File: src/rtl/matmul_sched.sv
// matmul_sched: sequences operand loads, MAC dot products and result writes
// for an n x n matrix multiply held in MAX_N-pitched buffers.
module matmul_sched #(
    parameter int MAX_N = 6,
    parameter int WAIT_CYC = 2
) (
    input  logic       clk,
    input  logic       rst,
    input  logic       start,
    input  logic [3:0] sizes,
    output logic       ren,
    output logic       raddr,
    output logic       load_we,
    output logic [5:0] load_addr,
    output logic [5:0] rd_addr_a,
    output logic [5:0] rd_addr_b,
    output logic       mac_clr,
    output logic       mac_en,
    output logic       mac_last,
    output logic       wen,
    output logic [5:0] waddr,
    output logic       finish,
    output logic       err,
    output logic [4:0] state,
    output logic [8:0] input_data_num,
    output logic [8:0] out_data_num
);
    typedef enum logic [4:0] {
        IDLE   = 5'd0,
        LOAD_A = 5'd1,
        LOAD_B = 5'd2,
        COMP   = 5'd3,
        WAIT   = 5'd4,
        WRITE  = 5'd5,
        DONE   = 5'd6
    } st_t;
    st_t st;
    logic       start_q;
    logic [3:0] n, i, j, k, col, ni, nj;
    logic [7:0] cnt, w, nn;
    logic       ld_last, row_end, el_last;
    logic [5:0] step, wr_addr;
    assign state   = st;
    assign nn      = 8'(n) * 8'(n);
    assign ld_last = cnt == nn - 8'd1;
    assign row_end = col == n - 4'd1;
    // end of a row jumps over the unused tail of the MAX_N-wide buffer row
    assign step    = row_end ? 6'(MAX_N) - 6'(n) + 6'd1 : 6'd1;
    assign el_last = i == n - 4'd1 && j == n - 4'd1;
    assign ni      = j == n - 4'd1 ? i + 4'd1 : i;
    assign nj      = j == n - 4'd1 ? 4'd0 : j + 4'd1;
    assign wr_addr = 6'(i) * 6'(MAX_N) + 6'(j);
    always_ff @(posedge clk) begin
        if (rst) begin
            st             <= IDLE;
            start_q        <= 1'b0;
            n              <= '0;
            i              <= '0;
            j              <= '0;
            k              <= '0;
            col            <= '0;
            cnt            <= '0;
            w              <= '0;
            ren            <= 1'b0;
            raddr          <= 1'b0;
            load_we        <= 1'b0;
            load_addr      <= '0;
            rd_addr_a      <= '0;
            rd_addr_b      <= '0;
            mac_clr        <= 1'b0;
            mac_en         <= 1'b0;
            mac_last       <= 1'b0;
            wen            <= 1'b0;
            waddr          <= '0;
            finish         <= 1'b0;
            err            <= 1'b0;
            input_data_num <= '0;
            out_data_num   <= '0;
        end else begin
            start_q  <= start;
            mac_clr  <= 1'b0;
            mac_en   <= 1'b0;
            mac_last <= 1'b0;
            wen      <= 1'b0;
            finish   <= 1'b0;
            case (st)
                IDLE: if (start && !start_q) begin
                    if (sizes == 4'd0 || int'(sizes) > MAX_N) begin
                        st     <= DONE;
                        err    <= 1'b1;
                        finish <= 1'b1;
                    end else begin
                        st             <= LOAD_A;
                        n              <= sizes;
                        err            <= 1'b0;
                        input_data_num <= '0;
                        out_data_num   <= '0;
                        cnt            <= '0;
                        col            <= '0;
                        ren            <= 1'b1;
                        load_we        <= 1'b1;
                        raddr          <= 1'b0;
                        load_addr      <= '0;
                    end
                end
                LOAD_A, LOAD_B: begin
                    input_data_num <= input_data_num + 9'd1;
                    cnt            <= ld_last ? 8'd0 : cnt + 8'd1;
                    col            <= row_end ? 4'd0 : col + 4'd1;
                    load_addr      <= ld_last ? 6'd0 : load_addr + step;
                    if (ld_last && st == LOAD_A) begin
                        st    <= LOAD_B;
                        raddr <= 1'b1;
                    end
                    if (ld_last && st == LOAD_B) begin
                        st        <= COMP;
                        ren       <= 1'b0;
                        load_we   <= 1'b0;
                        raddr     <= 1'b0;
                        i         <= '0;
                        j         <= '0;
                        k         <= '0;
                        rd_addr_a <= '0;
                        rd_addr_b <= '0;
                        mac_clr   <= 1'b1;
                        mac_en    <= 1'b1;
                        mac_last  <= n == 4'd1;
                    end
                end
                COMP: if (k == n - 4'd1) begin
                    w <= '0;
                    if (WAIT_CYC == 0) begin
                        st    <= WRITE;
                        wen   <= 1'b1;
                        waddr <= wr_addr;
                    end else begin
                        st <= WAIT;
                    end
                end else begin
                    k         <= k + 4'd1;
                    mac_en    <= 1'b1;
                    mac_last  <= k + 4'd2 == n;
                    rd_addr_a <= rd_addr_a + 6'd1;
                    rd_addr_b <= rd_addr_b + 6'(MAX_N);
                end
                WAIT: if (w == 8'(WAIT_CYC - 1)) begin
                    st    <= WRITE;
                    wen   <= 1'b1;
                    waddr <= wr_addr;
                end else begin
                    w <= w + 8'd1;
                end
                WRITE: begin
                    out_data_num <= out_data_num + 9'd1;
                    if (el_last) begin
                        st     <= DONE;
                        finish <= 1'b1;
                    end else begin
                        st        <= COMP;
                        i         <= ni;
                        j         <= nj;
                        k         <= '0;
                        rd_addr_a <= 6'(ni) * 6'(MAX_N);
                        rd_addr_b <= 6'(nj);
                        mac_clr   <= 1'b1;
                        mac_en    <= 1'b1;
                        mac_last  <= n == 4'd1;
                    end
                end
                DONE: begin
                    st        <= IDLE;
                    raddr     <= 1'b0;
                    load_addr <= '0;
                    rd_addr_a <= '0;
                    rd_addr_b <= '0;
                    waddr     <= '0;
                end
                default: st <= IDLE;
            endcase
        end
    end
endmodule

File: config.mk
export PLATFORM = sky130hd
export DESIGN_NAME = matmul_sched
export DESIGN_NICKNAME = d
export VERILOG_FILES = /design/src/rtl/matmul_sched.sv
export SDC_FILE = /design/constraint.sdc
export NUM_CORES = 1
export LEC_CHECK = 0
export CORE_ASPECT_RATIO = 1.4
export CORE_UTILIZATION = 49
export DETAILED_ROUTE_END_ITERATION = 7
export PLACE_DENSITY = 0.74
export SYNTH_ARGS = -nofsm -noshare
export SYNTH_HDL_FRONTEND = slang
export SYNTH_SLANG_ARGS = --single-unit
File: constraint.sdc
create_clock -name clk -period 3.85 [get_ports clk]
set_input_delay 0.77 -clock clk [delete_from_list [all_inputs] [get_ports clk]]
set_output_delay 0.77 -clock clk [all_outputs]
set_load 0.1 [all_outputs]
==> results.py, run 1 <==
metrics = {
    "worst_setup_path": {
        "timing.critical_path.arrival_ps": 3880,
        "critical_path.endpoint_type": "flop",
        "cp-start-kind": "flop",
        "worst-r2r-cell-count": 14,
        "timing_worst_setup_path_type": "reg -> reg",
        "critical_path.max_fanout": 14,
        "worstPathRequired_ps": 4140,
        "timing.rr.start": "n[1]$_SDFFE_PP0P_",
        "critical_path.startpoint": "n[1]$_SDFFE_PP0P_",
    },
    "clock_network": {
        "clockRootBuffer": "clkbuf_16",
        "cts_tree": "yes",
        "clk_pin_slew_ps": 70,
        "tritoncts_num_sinks": 90,
        "post_cts_hold_buffer_count": 0,
        "numCtsBuffers": 9,
        "postCtsSetupBuffers": 0,
        "clock_latency_ps": 350,
        "cts.htree.levels": 3,
        "post_cts_gate_resize_count": 0,
        "cts-root-to-sink-buffers": 2,
    },
    "power_and_ir_drop": {
        "power.switching_mw": 1.42,
        "vdd_ir_drop_max_uv": 538,
        "power_per_cell_area_nw_per_um2": 500,
        "power.share.switching_pct": 42.0,
        "power_frac_seq_pct": 33.2,
        "power_report.internal_total_mw": 1.96,
        "pwr-share-clk_pct": 28.1,
        "leakagePower_nw": 2.65,
        "combPwrFrac_pct": 38.7,
    },
    "timing": {
        "slew_headroom_pct": 33.5,
        "maxSlewViolCount": 0,
        "tightest_slew_ps": 994,
        "fin_setup_tns_ps": 0,
        "whs_ps": 470,
        "setup_viol": 0,
        "timing_hold_violations_final": 0,
        "final_period_minus_worst_setup_slack_ps": 3590,
        "min_period_over_period_pct": 93.1,
        "max_freq_mhz": 279,
        "fin_skew_ps": 9.01,
        "rsz_0062_raised_after_global_routing": "false",
    },
    "detailed_routing": {
        "number_of_remaining_drc_errors": 0,
        "first_iter_violations": 405,
        "via_count": 5045,
        "drt-wirelength-per-cell_um": 16.8,
        "drt_first_pass_iters": 6,
        "avgViaCountPerCell": 5.85,
        "drt_wl_total_um": 14500,
        "drt.antenna.violating_nets": 0,
    },
    "cells_and_area": {
        "final_layout_size_suffix_gt1_share_pct": 8.90,
        "syn2layout_area_growth_pct": 19.0,
        "final_std_cells_w_o_fill": 863,
        "insertedDiodeCount": 0,
        "finish.net_count": 765,
    },
    "synthesis": {
        "synthDistinctLibCells": 75,
        "synth_enable_flop_cells": 0,
        "synth_async_reset_ratio_pct": 0,
        "ys_seq_area_share_pct": 31.7,
        "avgSynthCellArea_um2": 8.70,
        "syn-cell-area_um2": 5680,
        "postSynthRegisterBits": 90,
        "most_common_flop_cell_mapped_by_yosys": "dfxtp_1",
        "syn-instance-count": 653,
        "synth-warning-count": 0,
    },
    "grt": {
        "grt.overflow.total": 0,
        "first_global_vias": 5004,
        "grt_start_max_net_pins": 29,
        "global_route_wire_length_before_repair_um": 23500,
        "grt_util_all_layers_pct": 25.0,
        "grt_antenna_before_repair": 0,
    },
    "worst_hold_path": {
        "holdCritStartpoint": "rd_addr_b[0]$_SDFFE_PP0P_",
        "min_path_type": "reg -> reg",
        "min_delay_path_depth": 2,
    },
    "die": {
        "fp.coreArea_um2": 11300,
        "core.rowCount": 46,
        "floorplan.die.height_um": 129,
        "start_util_pct": 50.1,
        "design.portCount": 63,
        "die_x_um": 93.0,
        "die-area_um2": 12000,
    },
    "status": {
        "run_status": "finished, final reports clean",
    },
    "placed_design": {
        "detailed_place_hpwl_um": 10600,
        "placement.io_buffers": 60,
        "place.gp.congestion": 0.925,
        "post-place-cells": 848,
    },
    "run": {
        "max_cap_viol_count": 0,
    },
}
==> flip-flops by register name, indices dropped and copies added, names as in the netlist, 6 cells and up <==
register and count:
input_data_num 9, out_data_num 9, cnt 8, w 8, load_addr 6, rd_addr_a 6, rd_addr_b 6, waddr 6
==> stage by stage <==
stage | setup slack [ps] | util (%) | area (um2) | total power [mW]
2_1_floorplan | 193 | - | 5690 | 2.10
3_3_place_gp | 459 | 56.9 | 6450 | 2.40
3_5_place_dp | 296 | 56.9 | 6450 | 2.43
4_1_cts | 282 | 59.7 | 6760 | 3.39
5_1_grt | 62.3 | 59.7 | 6760 | 3.54
6_report | 264 | 59.7 | 6760 | 3.38
==> layout make-up <==
| type | instances | area, um2 |
|---|---|---|
| Clock buffer | 9 | 225 |
| Tap cell | 144 | 180 |
| Fill cell | 989 | 4570 |
| Clock inverter | 6 | 90.1 |
| Multi-Input combinational cell | 506 | 3620 |
| Timing Repair Buffer | 82 | 753 |
| Inverter | 26 | 97.6 |
| Sequential cell | 90 | 1800 |
==> critical path: stages, from the launching register on <==
cell and delay [ps]:
dfxtp_1 340, buf_4 180, nor2b_1 200, a22oi_1 110, xor2_1 160, ha_1 310
ha_1 240, or3_1 390, o22ai_2 230, mux2i_1 130, o31a_1 370, a311o_1 300
buf_4 210, mux2_4 280, nor2_2 70
==> cells in the final DEF (no fill, tap or decap), types with 12 or more instances in the layout <==
cell type | Yosys | layout
xnor2_1 | 38 | 38
xor2_1 | 32 | 32
ha_1 | 39 | 39
nand2_1 | 44 | 44
nor2b_1 | 12 | 12
dfxtp_1 | 90 | 90
nand3_1 | 25 | 25
o21ai_0 | 22 | 22
nor3_1 | 12 | 12
nand4_1 | 12 | 12
a21oi_1 | 40 | 40
clkdlybuf4s50_1 | 0 | 56
inv_1 | 25 | 25
buf_4 | 7 | 25
nor2_1 | 84 | 84
a22oi_1 | 13 | 13
==> power groups by stage <==
stage	combinational [mW]	sequential, mW	clock, mW
after CTS	1.30	1.12	0.969
after global placement	1.26	1.14	0
final	1.31	1.12	0.951
after global routing	1.40	1.14	1.00
after floorplan	0.672	1.43	0
after detailed placement	1.29	1.14	0
==> cells by family after synthesis <==
| logic type | Yosys count | synth area share [%] |
|---|---|---|
| flops | 90 | 31.7 |
| other cells | 1 | 0.0660 |
| simple gates | 235 | 20.4 |
| xor+xnor | 78 | 14.0 |
| buf+inv | 58 | 4.75 |
| mux | 11 | 2.05 |
| compound gates | 137 | 17.0 |
| fa+ha+maj | 43 | 9.99 |
==> layer usage <==
layer	GRT usage, %	wire length (um)	up-vias
li1	-	-	2417
met1	27.8	5710	2384
met2	43.1	7300	185
met3	4.58	719	59
met4	16.9	762	0
met5	0	0	-
==> synthesized netlist by cell type, drive strengths merged (5+ instances only) <==
master	count	area share [%]
xor2	32	4.9
mux2i	9	1.6
o32ai	6	0.92
o21ai	25	2.2
ha	39	8.6
inv	26	1.7
nand2b	7	0.77
nor3	15	1.8
and3	9	0.99
or3	5	0.55
a31oi	5	0.55
a211oi	6	1.1
a21o	6	0.79
nor2b	12	1.3
nor4	5	0.81
nand2	44	2.9
clkbuf	15	0.99
nand4	12	1.3
xnor2	38	5.9
dfxtp	90	32
nor2	85	5.7
buf	17	2.0
nand3	26	2.4
xnor3	6	2.4
a21oi	40	3.5
a22oi	13	1.7
==> worst paths after layout <==
check,to,slack (ps)
max,rd_addr_a[0]$_SDFFE_PP0P_,260
min,rd_addr_b[0]$_SDFFE_PP0P_,470
max reg2reg,rd_addr_a[0]$_SDFFE_PP0P_,260
min reg2reg,rd_addr_b[0]$_SDFFE_PP0P_,470
Note: power is estimated with default switching activity, not from simulation.
==> run 2, diff against run 1 <==
--- a/config.mk
+++ b/config.mk
@@ -6,6 +6,7 @@
 export NUM_CORES = 1
 export LEC_CHECK = 0
 export CORE_ASPECT_RATIO = 1.4
+export CORE_MARGIN = 10
 export CORE_UTILIZATION = 49
 export DETAILED_ROUTE_END_ITERATION = 7
 export PLACE_DENSITY = 0.74
==> results.py, run 2 (synthesis gave the netlist of run 1 again) <==
metrics = {
    "die": {
        "design.portCount": 63,
        "die_x_um": 111,
        "die-area_um2": 16400,
        "fp.coreArea_um2": 11300,
        "start_util_pct": 50.1,
        "floorplan.die.height_um": 147,
        "core.rowCount": 46,
    },
    "timing": {
        "maxSlewViolCount": 0,
        "setup_viol": 0,
        "post-route-worst-setup-slack_ps": 162,
        "timing_hold_violations_final": 0,
        "whs_ps": 464,
        "final_period_minus_worst_setup_slack_ps": 3690,
        "min_period_over_period_pct": 95.8,
        "tightest_slew_ps": 1030,
        "fin_skew_ps": 6.11,
        "max_freq_mhz": 271,
        "slew_headroom_pct": 31.4,
    },
    "grt": {
        "global_route_wire_length_before_repair_um": 24200,
        "first_global_vias": 4984,
        "grt_antenna_before_repair": 0,
        "grt.overflow.total": 0,
        "grt_start_max_net_pins": 54,
        "grt_util_all_layers_pct": 17.6,
    },
    "clock_network": {
        "cts.htree.levels": 3,
        "cts_tree": "yes",
        "clockRootBuffer": "clkbuf_16",
        "cts-root-to-sink-buffers": 2,
        "post_cts_hold_buffer_count": 0,
        "clock_latency_ps": 350,
        "numCtsBuffers": 9,
        "tritoncts_num_sinks": 90,
        "clk_pin_slew_ps": 70,
    },
    "worst_setup_path": {
        "worstPathRequired_ps": 4140,
        "critical_path.endpoint_type": "flop",
        "critPathMaxStageDelay_ps": 420,
        "critical_path.max_fanout": 14,
        "critical_path.startpoint": "n[2]$_SDFFE_PP0P_",
        "timing.critical_path.arrival_ps": 3980,
        "critPathSlowestCell": "dfxtp_1",
        "cp-start-kind": "flop",
        "timing.rr.start": "n[2]$_SDFFE_PP0P_",
        "timing_worst_setup_path_type": "reg -> reg",
        "worstPathCellList": "inv_1, nand2_1, o21ai_0, a22oi_1, xor2_1, ha_1, ha_1, or3_1, o22ai_2, mux2i_1, o31a_1, buf_4, a311o_1, buf_4, mux2_4, nor2_2",
    },
    "placed_design": {
        "placement.io_buffers": 60,
        "dpl_cell_area_um2": 6420,
        "pre_cts_slack_ps": 142,
        "detailed_place_hpwl_um": 11200,
        "post-place-cells": 844,
        "place.gp.congestion": 0.871,
    },
    "power_and_ir_drop": {
        "power_per_cell_area_nw_per_um2": 492,
        "power.share.switching_pct": 42.3,
        "power.switching_mw": 1.41,
        "power_frac_seq_pct": 34.1,
        "combPwrFrac_pct": 38.5,
        "leakagePower_nw": 2.64,
        "pwr-share-clk_pct": 27.3,
        "vdd_ir_drop_max_uv": 500,
        "power_report.internal_total_mw": 1.91,
    },
    "worst_hold_path": {
        "holdCritStartpoint": "waddr[2]$_SDFFE_PP0P_",
        "min_path_type": "reg -> reg",
    },
    "cells_and_area": {
        "syn2layout_area_growth_pct": 18.7,
        "utilization_pct": 59.5,
        "finish.net_count": 762,
        "final_layout_size_suffix_gt1_share_pct": 8.93,
        "finalInstanceArea_um2": 6750,
        "insertedDiodeCount": 0,
        "final_std_cells_w_o_fill": 861,
        "layout_top_registers": "input_data_num x9, out_data_num x9",
        "most_common_cell_after_layout_fill_and_taps_aside": "dfxtp_1",
        "layout_common_cells": "89 x dfxtp_1, 84 x nor2_1, 56 x clkdlybuf4s50_1",
    },
    "detailed_routing": {
        "drt-wirelength-per-cell_um": 17.1,
        "number_of_remaining_drc_errors": 0,
        "drt_first_pass_iters": 4,
        "via_count": 4997,
        "avgViaCountPerCell": 5.80,
        "drt_wl_total_um": 14700,
        "first_iter_violations": 291,
        "drt.antenna.violating_nets": 0,
    },
    "run": {
        "max_cap_viol_count": 0,
    },
    "status": {
        "run_status": "finished, final reports clean",
    },
}
-- run 2: cell count changes in the layout (fill, tap and decap cells not counted), sizes merged --
| cell | previous run | this run |
|---|---|---|
| bufinv | 2 | 1 |
| clkinv | 2 | 1 |
| buf | 26 | 23 |
| clkinvlp | 1 | 2 |
| clkbuf | 9 | 11 |
-- run 2: worst max-delay path, delay by kind of cell, from the launching register on --
family / cells / cell delay [ps]
and+or+nand+nor: 3 / 560
DFF: 1 / 420
xor gates and xnor gates: 1 / 190
buffers and inverters: 3 / 470
muxes: 2 / 400
adders and majority gates: 2 / 470
AOI/OAI and AO/OA: 5 / 1120
-- run 2: cell type report --
type	count	area, um2
Fill cell	996	4590
Multi-Input combinational cell	506	3630
Sequential cell	90	1800
Timing Repair Buffer	79	731
Clock buffer	11	243
Tap cell	144	180
Inverter	26	97.6
Clock inverter	5	62.6
-- run 2: final timing paths --
path | end | slack (ps) | cells after the start
hold / removal | waddr[2]$_SDFFE_PP0P_ | 460 | 2
hold reg to reg | waddr[2]$_SDFFE_PP0P_ | 460 | 2
setup / recovery | rd_addr_a[0]$_SDFFE_PP0P_ | 160 | 16
setup reg to reg | rd_addr_a[0]$_SDFFE_PP0P_ | 160 | 16
-- run 2: what timing repair did --
item | CTS | global route
hold endpoints to repair | 0 | 0
buffers inserted | 0 | 1
endpoints found under the setup margin | 0 | 13
gates resized for setup | 0 | 3
-- run 2: power groups by stage --
stage                     clock (mW)  combinational [mW]  sequential [mW]
final                          0.908                1.28             1.13
after global routing           0.962                1.37             1.15
after CTS                      0.932                1.28             1.13
after detailed placement           0                1.27             1.15
after global placement             0                1.26             1.14
after floorplan                    0               0.672             1.43
-- run 2: per-layer routing --
| metal | GRT usage, % | part of all wire (%) | vias up |
|---|---|---|---|
| li1 | - | - | 2423 |
| met4 | 11.0 | 4.9 | 0 |
| met2 | 31.4 | 52 | 131 |
| met1 | 18.9 | 39 | 2394 |
| met3 | 3.12 | 4.5 | 49 |
| met5 | 0 | 0 | - |
-- run 2: through the flow --
step / setup TNS (ps) / total power, mW
2_1_floorplan: 0 / 2.10
3_3_place_gp: 0 / 2.40
3_5_place_dp: 0 / 2.42
4_1_cts: 0 / 3.34
5_1_grt: -14.7 / 3.48
6_report: 0 / 3.32
